### src/rtl/mem_dpi_arbiter.sv
// mem_dpi_arbiter: shares one memory DPI port among N_CLIENTS burst requesters.
// Grants whole bursts round-robin and holds the grant until the final beat completes.
// Write beats flow owner -> memory; read beats flow memory -> owner (data broadcast).
// Optional feature: define MEM_ARB_PERF_EN to add perf_clear / perf_beats per-client
// completed-beat counters.
module mem_dpi_arbiter #(
    parameter int N_CLIENTS = 4,
    parameter int LEN_BITS  = 8,
    parameter int ADDR_BITS = 64,
    parameter int DATA_BITS = 64
) (
    input  logic                           clock,
    input  logic                           reset,
`ifdef MEM_ARB_PERF_EN
    input  logic                           perf_clear,
    output logic [N_CLIENTS*32-1:0]        perf_beats,
`endif
    input  logic [N_CLIENTS-1:0]           cl_req_valid,
    output logic [N_CLIENTS-1:0]           cl_req_ready,
    input  logic [N_CLIENTS-1:0]           cl_req_opcode,
    input  logic [N_CLIENTS*LEN_BITS-1:0]  cl_req_len,
    input  logic [N_CLIENTS*ADDR_BITS-1:0] cl_req_addr,
    input  logic [N_CLIENTS-1:0]           cl_wr_valid,
    output logic [N_CLIENTS-1:0]           cl_wr_ready,
    input  logic [N_CLIENTS*DATA_BITS-1:0] cl_wr_bits,
    output logic [N_CLIENTS-1:0]           cl_rd_valid,
    input  logic [N_CLIENTS-1:0]           cl_rd_ready,
    output logic [DATA_BITS-1:0]           cl_rd_bits,
    output logic                           mem_req_valid,
    output logic                           mem_req_opcode,
    output logic [LEN_BITS-1:0]            mem_req_len,
    output logic [ADDR_BITS-1:0]           mem_req_addr,
    output logic                           mem_wr_valid,
    output logic [DATA_BITS-1:0]           mem_wr_bits,
    input  logic                           mem_rd_valid,
    input  logic [DATA_BITS-1:0]           mem_rd_bits,
    output logic                           mem_rd_ready
);

    localparam int CW = (N_CLIENTS > 1) ? $clog2(N_CLIENTS) : 1;

    typedef enum logic [1:0] {
        IDLE  = 2'd0,
        READ  = 2'd1,
        WRITE = 2'd2
    } state_t;

    state_t              state_q, state_d;
    logic [CW-1:0]       owner_q, owner_d;
    logic [CW-1:0]       last_q, last_d;
    logic [LEN_BITS-1:0] beats_q, beats_d;

    logic                anyReq;
    logic [CW-1:0]       grantIdx;
    logic                beatFire;

    // Round-robin pick: the first requester found scanning last+1, last+2, ... wraps mod N.
    // Scanning from the far end lets the nearest candidate overwrite the others.
    always_comb begin
        anyReq   = 1'b0;
        grantIdx = '0;
        for (int k = N_CLIENTS; k >= 1; k--) begin
            if (cl_req_valid[(int'(last_q) + k) % N_CLIENTS]) begin
                anyReq   = 1'b1;
                grantIdx = CW'((int'(last_q) + k) % N_CLIENTS);
            end
        end
    end

    // Next-state and output logic; everything is forced to 0 while reset is asserted.
    always_comb begin
        state_d        = state_q;
        owner_d        = owner_q;
        last_d         = last_q;
        beats_d        = beats_q;
        cl_req_ready   = '0;
        cl_wr_ready    = '0;
        cl_rd_valid    = '0;
        cl_rd_bits     = '0;
        mem_req_valid  = 1'b0;
        mem_req_opcode = 1'b0;
        mem_req_len    = '0;
        mem_req_addr   = '0;
        mem_wr_valid   = 1'b0;
        mem_wr_bits    = '0;
        mem_rd_ready   = 1'b0;
        beatFire       = 1'b0;
        if (!reset) begin
            unique case (state_q)
                IDLE: begin
                    if (anyReq) begin
                        cl_req_ready[grantIdx] = 1'b1;
                        mem_req_valid          = 1'b1;
                        mem_req_opcode         = cl_req_opcode[grantIdx];
                        mem_req_len            = cl_req_len[int'(grantIdx)*LEN_BITS +: LEN_BITS];
                        mem_req_addr           = cl_req_addr[int'(grantIdx)*ADDR_BITS +: ADDR_BITS];
                        owner_d                = grantIdx;
                        beats_d                = cl_req_len[int'(grantIdx)*LEN_BITS +: LEN_BITS];
                        state_d                = cl_req_opcode[grantIdx] ? WRITE : READ;
                    end
                end
                READ: begin
                    cl_rd_valid[owner_q] = mem_rd_valid;
                    mem_rd_ready         = cl_rd_ready[owner_q];
                    cl_rd_bits           = mem_rd_bits;
                    beatFire             = mem_rd_valid & cl_rd_ready[owner_q];
                end
                WRITE: begin
                    cl_wr_ready[owner_q] = 1'b1;
                    mem_wr_valid         = cl_wr_valid[owner_q];
                    mem_wr_bits          = cl_wr_bits[int'(owner_q)*DATA_BITS +: DATA_BITS];
                    beatFire             = cl_wr_valid[owner_q];
                end
                default: begin
                    state_d = IDLE;
                end
            endcase
            // beats_q holds beats-1, so the final beat is the one seen at zero.
            if (beatFire) begin
                if (beats_q == '0) begin
                    state_d = IDLE;
                    last_d  = owner_q;
                end else begin
                    beats_d = beats_q - 1'b1;
                end
            end
        end
    end

    // State register; reset gives client 0 first priority by parking last at N-1.
    always_ff @(posedge clock) begin
        if (reset) begin
            state_q <= IDLE;
            owner_q <= '0;
            last_q  <= CW'(N_CLIENTS - 1);
            beats_q <= '0;
        end else begin
            state_q <= state_d;
            owner_q <= owner_d;
            last_q  <= last_d;
            beats_q <= beats_d;
        end
    end

`ifdef MEM_ARB_PERF_EN
    logic [31:0] perf_q [N_CLIENTS];

    // Per-client completed-beat counters; a clear beats a same-cycle increment.
    always_ff @(posedge clock) begin
        for (int i = 0; i < N_CLIENTS; i++) begin
            if (reset || perf_clear) begin
                perf_q[i] <= '0;
            end else if (beatFire && (owner_q == CW'(i))) begin
                perf_q[i] <= perf_q[i] + 32'd1;
            end
        end
    end

    // Pack the counters onto the flat output port.
    always_comb begin
        perf_beats = '0;
        for (int i = 0; i < N_CLIENTS; i++) begin
            perf_beats[i*32 +: 32] = perf_q[i];
        end
    end
`endif

endmodule
### config.mk
export PLATFORM = sky130hd
export DESIGN_NAME = mem_dpi_arbiter
export DESIGN_NICKNAME = d
export VERILOG_FILES = /design/src/rtl/mem_dpi_arbiter.sv
export SDC_FILE = /design/constraint.sdc
export NUM_CORES = 1
export LEC_CHECK = 0
export ABC_AREA = 1
export CORE_AREA = 5 5 321 323
export CTS_CLUSTER_DIAMETER = 40
export DETAILED_ROUTE_END_ITERATION = 8
export DIE_AREA = 0 0 326 328
export PLACE_DENSITY = 0.37
export SYNTH_ARGS = -nofsm -noshare
export SYNTH_HDL_FRONTEND = slang
export SYNTH_SLANG_ARGS = --single-unit
### constraint.sdc
create_clock -name clock -period 2.1 [get_ports clock]
set_input_delay 0.42 -clock clock [delete_from_list [all_inputs] [get_ports clock]]
set_output_delay 0.42 -clock clock [all_outputs]
set_load 0.01 [all_outputs]
==> results.md, run 1 <==
* Yosys reg bits at 14
* Setup tns final at -69,130 ps
* Ports at between 800 and 900
* Post-Route Skew at between 5 and 6 ps
* Syn Area/Cell at just over 5 um^2
* FP Rows at approximately 120
* Fmax at between 300 and 400 MHz
* Final period utilization at 141%
* Synth area leader: nand2_1
* CTS buffer count at 3
* Tot GR Track Use at a little over an eighth
* Worst VDD drop at about 420 uV
* Slew HR at between 50 and 60%
* Die height at roughly 330 um
* Top FF cell, synth: dfxtp_1
* Vias in the first global route at about 14,000
* First-pass GRT wire length at roughly 110,000 um
* Top cell type's share of synthesized area at 21.8%
* DRT Wirelength at a little under 80,000 um
* RSZ-0062 raised after global routing: yes
* Final worst slack at -854 ps
* Largest net degree at the start of global routing at between 70 and 80
* Period minus WS final at 2950 ps
* Layout cells sized above 1 at approximately 44%
* Async set-or-reset flop fraction in the synthesized netlist at 0%
* Worst path required time at 1680 ps
* Utilization after layout at between 20 and 25%
* Post-Syn Instances at ~1,200
* Core Area at approximately 100,000 um^2
* Number of synthesized flops with an enable pin at 0
* Initial DRC Count at roughly 550
* P per Cell Area at 852 nW/um^2
* Wire per inst at roughly 22 um
* Syn_nets at approximately 1,800
* Synth unique cells at 31
* Initial Util at 6.22%
* Worst setup SP type: flop
* Crit path max fanout at 8
* DP Area at 17,900 um^2
* CTS tree: done
* Layout net count at approximately 3,000
* Hold_ws at ~550 ps
* Critical path class: flop to primary output
* Ys Warns at 0
* Routed vias/inst at ~3.6
* Area growth from synthesis to layout at 263%
* Outcome: finished with violations
* Root Buffer: clkbuf_16
* Final Wtd Congestion at around 0.86
* Slew Limit Fails at 0
* Worst Hold Class: flop to flop
* Actual slew at the worst max-slew pin at between 600 and 700 ps
* Failing checks: negative setup slack
* Die Wd at around 330 um
* Register area share after synthesis at under 10%
* Clk_lat worst skew at ~250 ps
* Pleak at about 0.0095 uW
* Power Total at between 15,000 and 20,000 uW
* First-pass DRT Iterations at 5
* PortBufs at between 800 and 900
* HPWL after DPL at about 60,000 um
* Largest buffer count on any clock path at 2
* Remaining DRCs at 0
* DR vias at 13,100
* Final hold vios at 0
* Critical Path Sink Type: primary output
* Remaining antenna violation count after routing at 0
* Worst EP arrival at 2530 ps
* Initial antenna violation count at 27
* # fillers at about 11,000
* Hold Buf Count CTS at 0
* H-tree level count at 1
* Synth Cell Area at 6190 um^2
* Number of max-cap violations at 0
* Sinks on the clock net at 14
* Grt ovf at 0
* Clock transition at path regs at around 50 ps
* Final design area excluding fillers at 22,500 um^2
* Final Setup Violations at between 150 and 200
* Die area at approximately 110,000 um^2
* Ranking of synthesized cells by area: nand2_1 22%, a22oi_1 16%, a21oi_1 11%, inv_1 8.4%, o211ai_1 8.0%
## power breakdown
| group | leakage [uW] | internal [uW] | switching (uW) |
|---|---|---|---|
| Sequential | 0.000117 | 396 | 128 |
| Combinational | 0.00931 | 9730 | 8480 |
| Clock | 0.0000443 | 290 | 127 |
## through the flow
step | worst slack (ps) | instances
floorplan | -6.83 | 1195
global placement | -1790 | 3420
detailed placement | -1760 | 3420
CTS | -820 | 3596
global route | -902 | 3647
finish | -854 | 3656
## layer usage
layer	vias to the layer above	part of all wire (%)	GRT usage [%]
met5	-	0.13	0
met4	16	1.1	1.56
met1	6099	43	17.5
met2	507	48	22.9
met3	52	7.6	4.18
li1	6377	-	-
## worst max-delay path: stages, from the launching register on
cell and delay [ps]:
dfxtp_4 370, buf_12 150, nand2_2 60, nand2_2 70
nand2_2 90, nand2_2 90, inv_4 100, nand2_4 70
nand2_4 90, nand2_8 100, buf_12 150, buf_16 130
o211ai_1 540, a21oi_2 100, buf_2 180
## flip-flops by register name, indices dropped and copies added, names as in the netlist
register  flops
owner_q       2
state_q       2
beats_q       8
last_q        2
## repair_timing
item | 4_1_cts | 5_1_grt
setup endpoints to repair | 230 | 220
gates cloned | 32 | 11
endpoints found under the hold margin | 0 | 0
setup buffers | 160 | 79
pin swaps | 188 | 159
resized for setup | 1302 | 303
## cell usage after synthesis (14+ instances only)
| cell type | n |
|---|---|
| nand2_1 | 359 |
| a21oi_1 | 139 |
| inv_1 | 139 |
| a22oi_1 | 130 |
| nor2_1 | 91 |
| o211ai_1 | 66 |
| a21o_1 | 64 |
| nand3_1 | 49 |
| clkbuf_1 | 47 |
| buf_2 | 25 |
| buf_1 | 15 |
| dfxtp_1 | 14 |
## logic make-up after synthesis
family	synth area share, %
adder cells (fa/ha/maj)	0.808
AO/OA/AOI/OAI	44.2
flip-flops	4.52
AND/OR/NAND/NOR	32.2
XOR/XNOR	0.707
buffers and inverters	17.5
## final timing paths
| check | start | end | slack [ps] | depth (start not counted) |
|---|---|---|---|---|
| min reg2reg | last_q[1] | last_q[1] | 550 | 2 |
| max reg2reg | last_q[0] | beats_q[5] | -290 | 18 |
| min | last_q[1] | last_q[1] | 550 | 2 |
| max | last_q[0] | mem_req_addr[61] | -850 | 14 |
## cell type report
class / instances / area [um^2] / share of cell area, %
well taps: 1298 / 1620 / 7.23
flip-flops and latches: 14 / 298 / 1.32
diodes: 16 / 40.0 / 0.178
repair buffers: 1250 / 13100 / 58.1
inverters: 143 / 557 / 2.48
clock buffers: 4 / 88.8 / 0.395
multi-input cells: 931 / 6800 / 30.3
## placed cells by master (no fill, tap or decap), drive strengths merged, types with 2 or more instances in the layout
master,instances
a21o,64
a21oi,139
a22oi,130
buf,589
bufbuf,2
clkbuf,31
clkdlybuf4s15,5
clkdlybuf4s50,621
dfxtp,14
diode,16
dlygate4sd2,6
ha,4
inv,143
nand2,362
nand3,49
nor2,91
nor3,3
o211ai,66
o21ai,11
xnor2,2
xor2,3
Power figures use the tool's default switching activity.
==> run 2: changes to the inputs <==
CORE_AREA = 2 2 327 329   (was 5 5 321 323)
DIE_AREA = 0 0 329 331   (was 0 0 326 328)
PLACE_DENSITY = 0.36   (was 0.37)
==> run 2 against run 1 <==
Net effect:
- the run still ends with negative setup slack left
- worst hold slack got worse by 10 ps
- non-clock buffer count fell by 54
- sequential share of layout area barely moved
- clock skew barely moved
- total power fell by 2.5%
- final cell count rose by 0.98%
- global-route usage fell by 0.68 points
- maximum frequency rose by 0.89%
- via count fell by 2.0%
- die area rose by 1.8%
- clock power barely moved
- largest cell class unchanged
- highest routed layer unchanged
==> results.md, run 2 (synthesis results as in run 1) <==
* Die height at 331 um (was 328 um)
* NetSw at 8760 uW (was 8730 uW)
* Sequential Power Share at 2.8% (was 2.7%)
* Area growth from synthesis to layout at 255% (was 263%)
* Internal power at 9900 uW (was 10,400 uW)
* Setup tns final at -66,810 ps (was -69,130 ps)
* Worst VDD drop at 510 uV (was 422 uV)
* Worst path required time at 1680 ps (about the same)
* Clock power frac at 2.2% (about the same)
* Period minus WS final at 2930 ps (was 2950 ps)
* Remaining antenna violation count after routing at 0 (unchanged)
* Wire per inst at 20.6 um (was 21.7 um)
* Worst setup SP type: flop (unchanged)
* Sw frac at 46.9% (was 45.6%)
* Area of the multi-input gates at 6900 um^2 (was 6800 um^2)
* Outcome: finished with violations (unchanged)
* Initial DRC Count at 601 (was 549)
* P per Cell Area at 849 nW/um^2 (was 852 nW/um^2)
* Largest net degree at the start of global routing at 41 (was 71)
* Reg area at 293 um^2 (was 298 um^2)
* Routed vias/inst at 3.46 (was 3.57)
* Top reg by flops: beats_q (unchanged)
* Number of max-cap violations at 0 (unchanged)
* CTS buffer count at 3 (unchanged)
* Die area at 109,000 um^2 (was 107,000 um^2)
* Initial Util at 5.90% (was 6.22%)
* Worst Hold Class: flop to flop (unchanged)
* Initial antenna violation count at 12 (was 27)
* Final hold vios at 0 (unchanged)
* Post-Route Skew at 5.10 ps (was 5.00 ps)
* Vias in the first global route at 13,300 (was 13,500)
* FP Rows at 119 (was 116)
* Fin cells at 3,692 (was 3,656)
* Fmax at 342 MHz (was 339 MHz)
* Worst EP arrival at 2510 ps (was 2530 ps)
* Crit path max fanout at 8 (unchanged)
* DP Area at 18,300 um^2 (was 17,900 um^2)
* Ports at 843 (unchanged)
* Sinks on the clock net at 14 (unchanged)
* HPWL after DPL at 58,000 um (was 60,400 um)
* H-tree level count at 1 (unchanged)
* Final design area excluding fillers at 22,000 um^2 (was 22,500 um^2)
* First-pass DRT Iterations at 5 (unchanged)
* Tot GR Track Use at 12.9% (was 13.6%)
* Slew Limit Fails at 0 (unchanged)
* Layout net count at 2,924 (was 2,974)
* Die Wd at 329 um (was 326 um)
* RSZ-0062 raised after global routing: yes (unchanged)
* Root Buffer: clkbuf_16 (unchanged)
* # fillers at 11,800 (was 11,100)
* DRT Wirelength at 76,100 um (was 79,300 um)
* PortBufs at 842 (unchanged)
* Core Area at 105,000 um^2 (was 99,600 um^2)
* First-pass GRT wire length at 100,000 um (was 105,000 um)
* DR vias at 12,800 (was 13,100)
* Placed instance count at 3,542 (was 3,420)
* Grt ovf at 0 (unchanged)
* Logic pwr share at 95.0% (was 95.1%)
* Largest buffer count on any clock path at 2 (unchanged)
* Clock transition at path regs at 50 ps (about the same)
* Remaining DRCs at 0 (unchanged)
* Power Total at 18,700 uW (was 19,200 uW)
* Most frequent cells in the layout: 621 x clkdlybuf4s50_1, 237 x nand2_1, 149 x buf_4 (was 621 x clkdlybuf4s50_1, 264 x nand2_1, 171 x buf_4)
* CTS tree: done (unchanged)
* Largest register FFs at 8 (unchanged)
* Failing checks: negative setup slack (unchanged)
* Layout cells sized above 1 at 43.9% (was 44.2%)
* Critical path class: flop to primary output (unchanged)
* Slew HR at 62.0% (was 57.1%)
* Clk_lat worst skew at 250 ps (about the same)
* Final Wtd Congestion at 0.827 (was 0.863)
* Final period utilization at 139% (was 141%)
* Final Setup Violations at 163 (was 154)
* Pre-CTS setup slack at -1510 ps (was -1760 ps)
* Most common cell after layout, fill and taps aside: clkdlybuf4s50_1 (unchanged)
* Critical Path Sink Type: primary output (unchanged)
* Actual slew at the worst max-slew pin at 570 ps (was 640 ps)
* Pleak at 0.00914 uW (was 0.00947 uW)
* Final worst slack at -828 ps (was -854 ps)
run 2: cell types whose count changed in the layout (fill, tap and decap cells not counted), sizes merged:
cell and delta:
clkdlybuf4s15 -1, diode -7, clkinv +1, clkbuf +6
dlygate4sd2 +7, bufbuf -2, nand2 +3, buf -64
run 2: area by class of cell:
| class | count | area share, % |
|---|---|---|
| timing repair inverter | 1 | 0.0910 |
| antenna | 9 | 0.102 |
| multi-input combinational | 934 | 31.4 |
| clock buffer | 4 | 0.404 |
| sequential | 14 | 1.33 |
| timing repair buffer | 1196 | 56.2 |
| tap | 1391 | 7.91 |
| inverter | 143 | 2.62 |
run 2: final timing paths:
check | startpoint | endpoint | slack (ps) | cells after the start
max | last_q[0] | mem_req_addr[56] | -830 | 15
min | state_q[0] | state_q[1] | 540 | 3
max reg2reg | last_q[0] | beats_q[7] | -190 | 17
min reg2reg | state_q[0] | state_q[1] | 540 | 3
run 2: routing by layer:
metal	GRT usage [%]	vias up	share of wire, %
met4	1.57	4	0.94
met5	0	-	0.037
li1	-	6275	-
met3	3.00	34	6.4
met1	17.3	5994	45
met2	21.4	480	48
run 2: repair_timing:
action	in CTS	in global routing
hold endpoints to repair	0	0
endpoints found under the setup margin	228	218
buffers inserted	126	36
gates cloned	34	6
hold buffers	0	0
resized for setup	1239	315
pin swaps	204	129
run 2: power by group through the flow:
stage	combinational [uW]	clock (uW)	sequential, uW
floorplan	5040	0	473
global placement	12200	0	496
detailed placement	12100	0	495
CTS	17300	421	509
global route	18900	444	543
finish	17700	414	520
run 2: metrics by stage:
| stage | utilization, % | hold WS [ps] |
|---|---|---|
| 6_report | 21.0 | 538 |
| 3_3_place_gp | 17.4 | 551 |
| 5_1_grt | 20.9 | 563 |
| 2_1_floorplan | - | 472 |
| 4_1_cts | 20.4 | 587 |
| 3_5_place_dp | 17.4 | 546 |
run 2: worst max-delay path: stages, from the launching register on:
cell and delay [ps]:
dfxtp_4 430, buf_12 170, nand2_2 70, nand2_4 80
nand2_2 70, buf_4 140, nand3_4 80, a21boi_4 60
buf_6 140, buf_12 140, buf_16 150, buf_12 130
buf_12 120, a21o_1 160, a21oi_2 160, buf_2 150
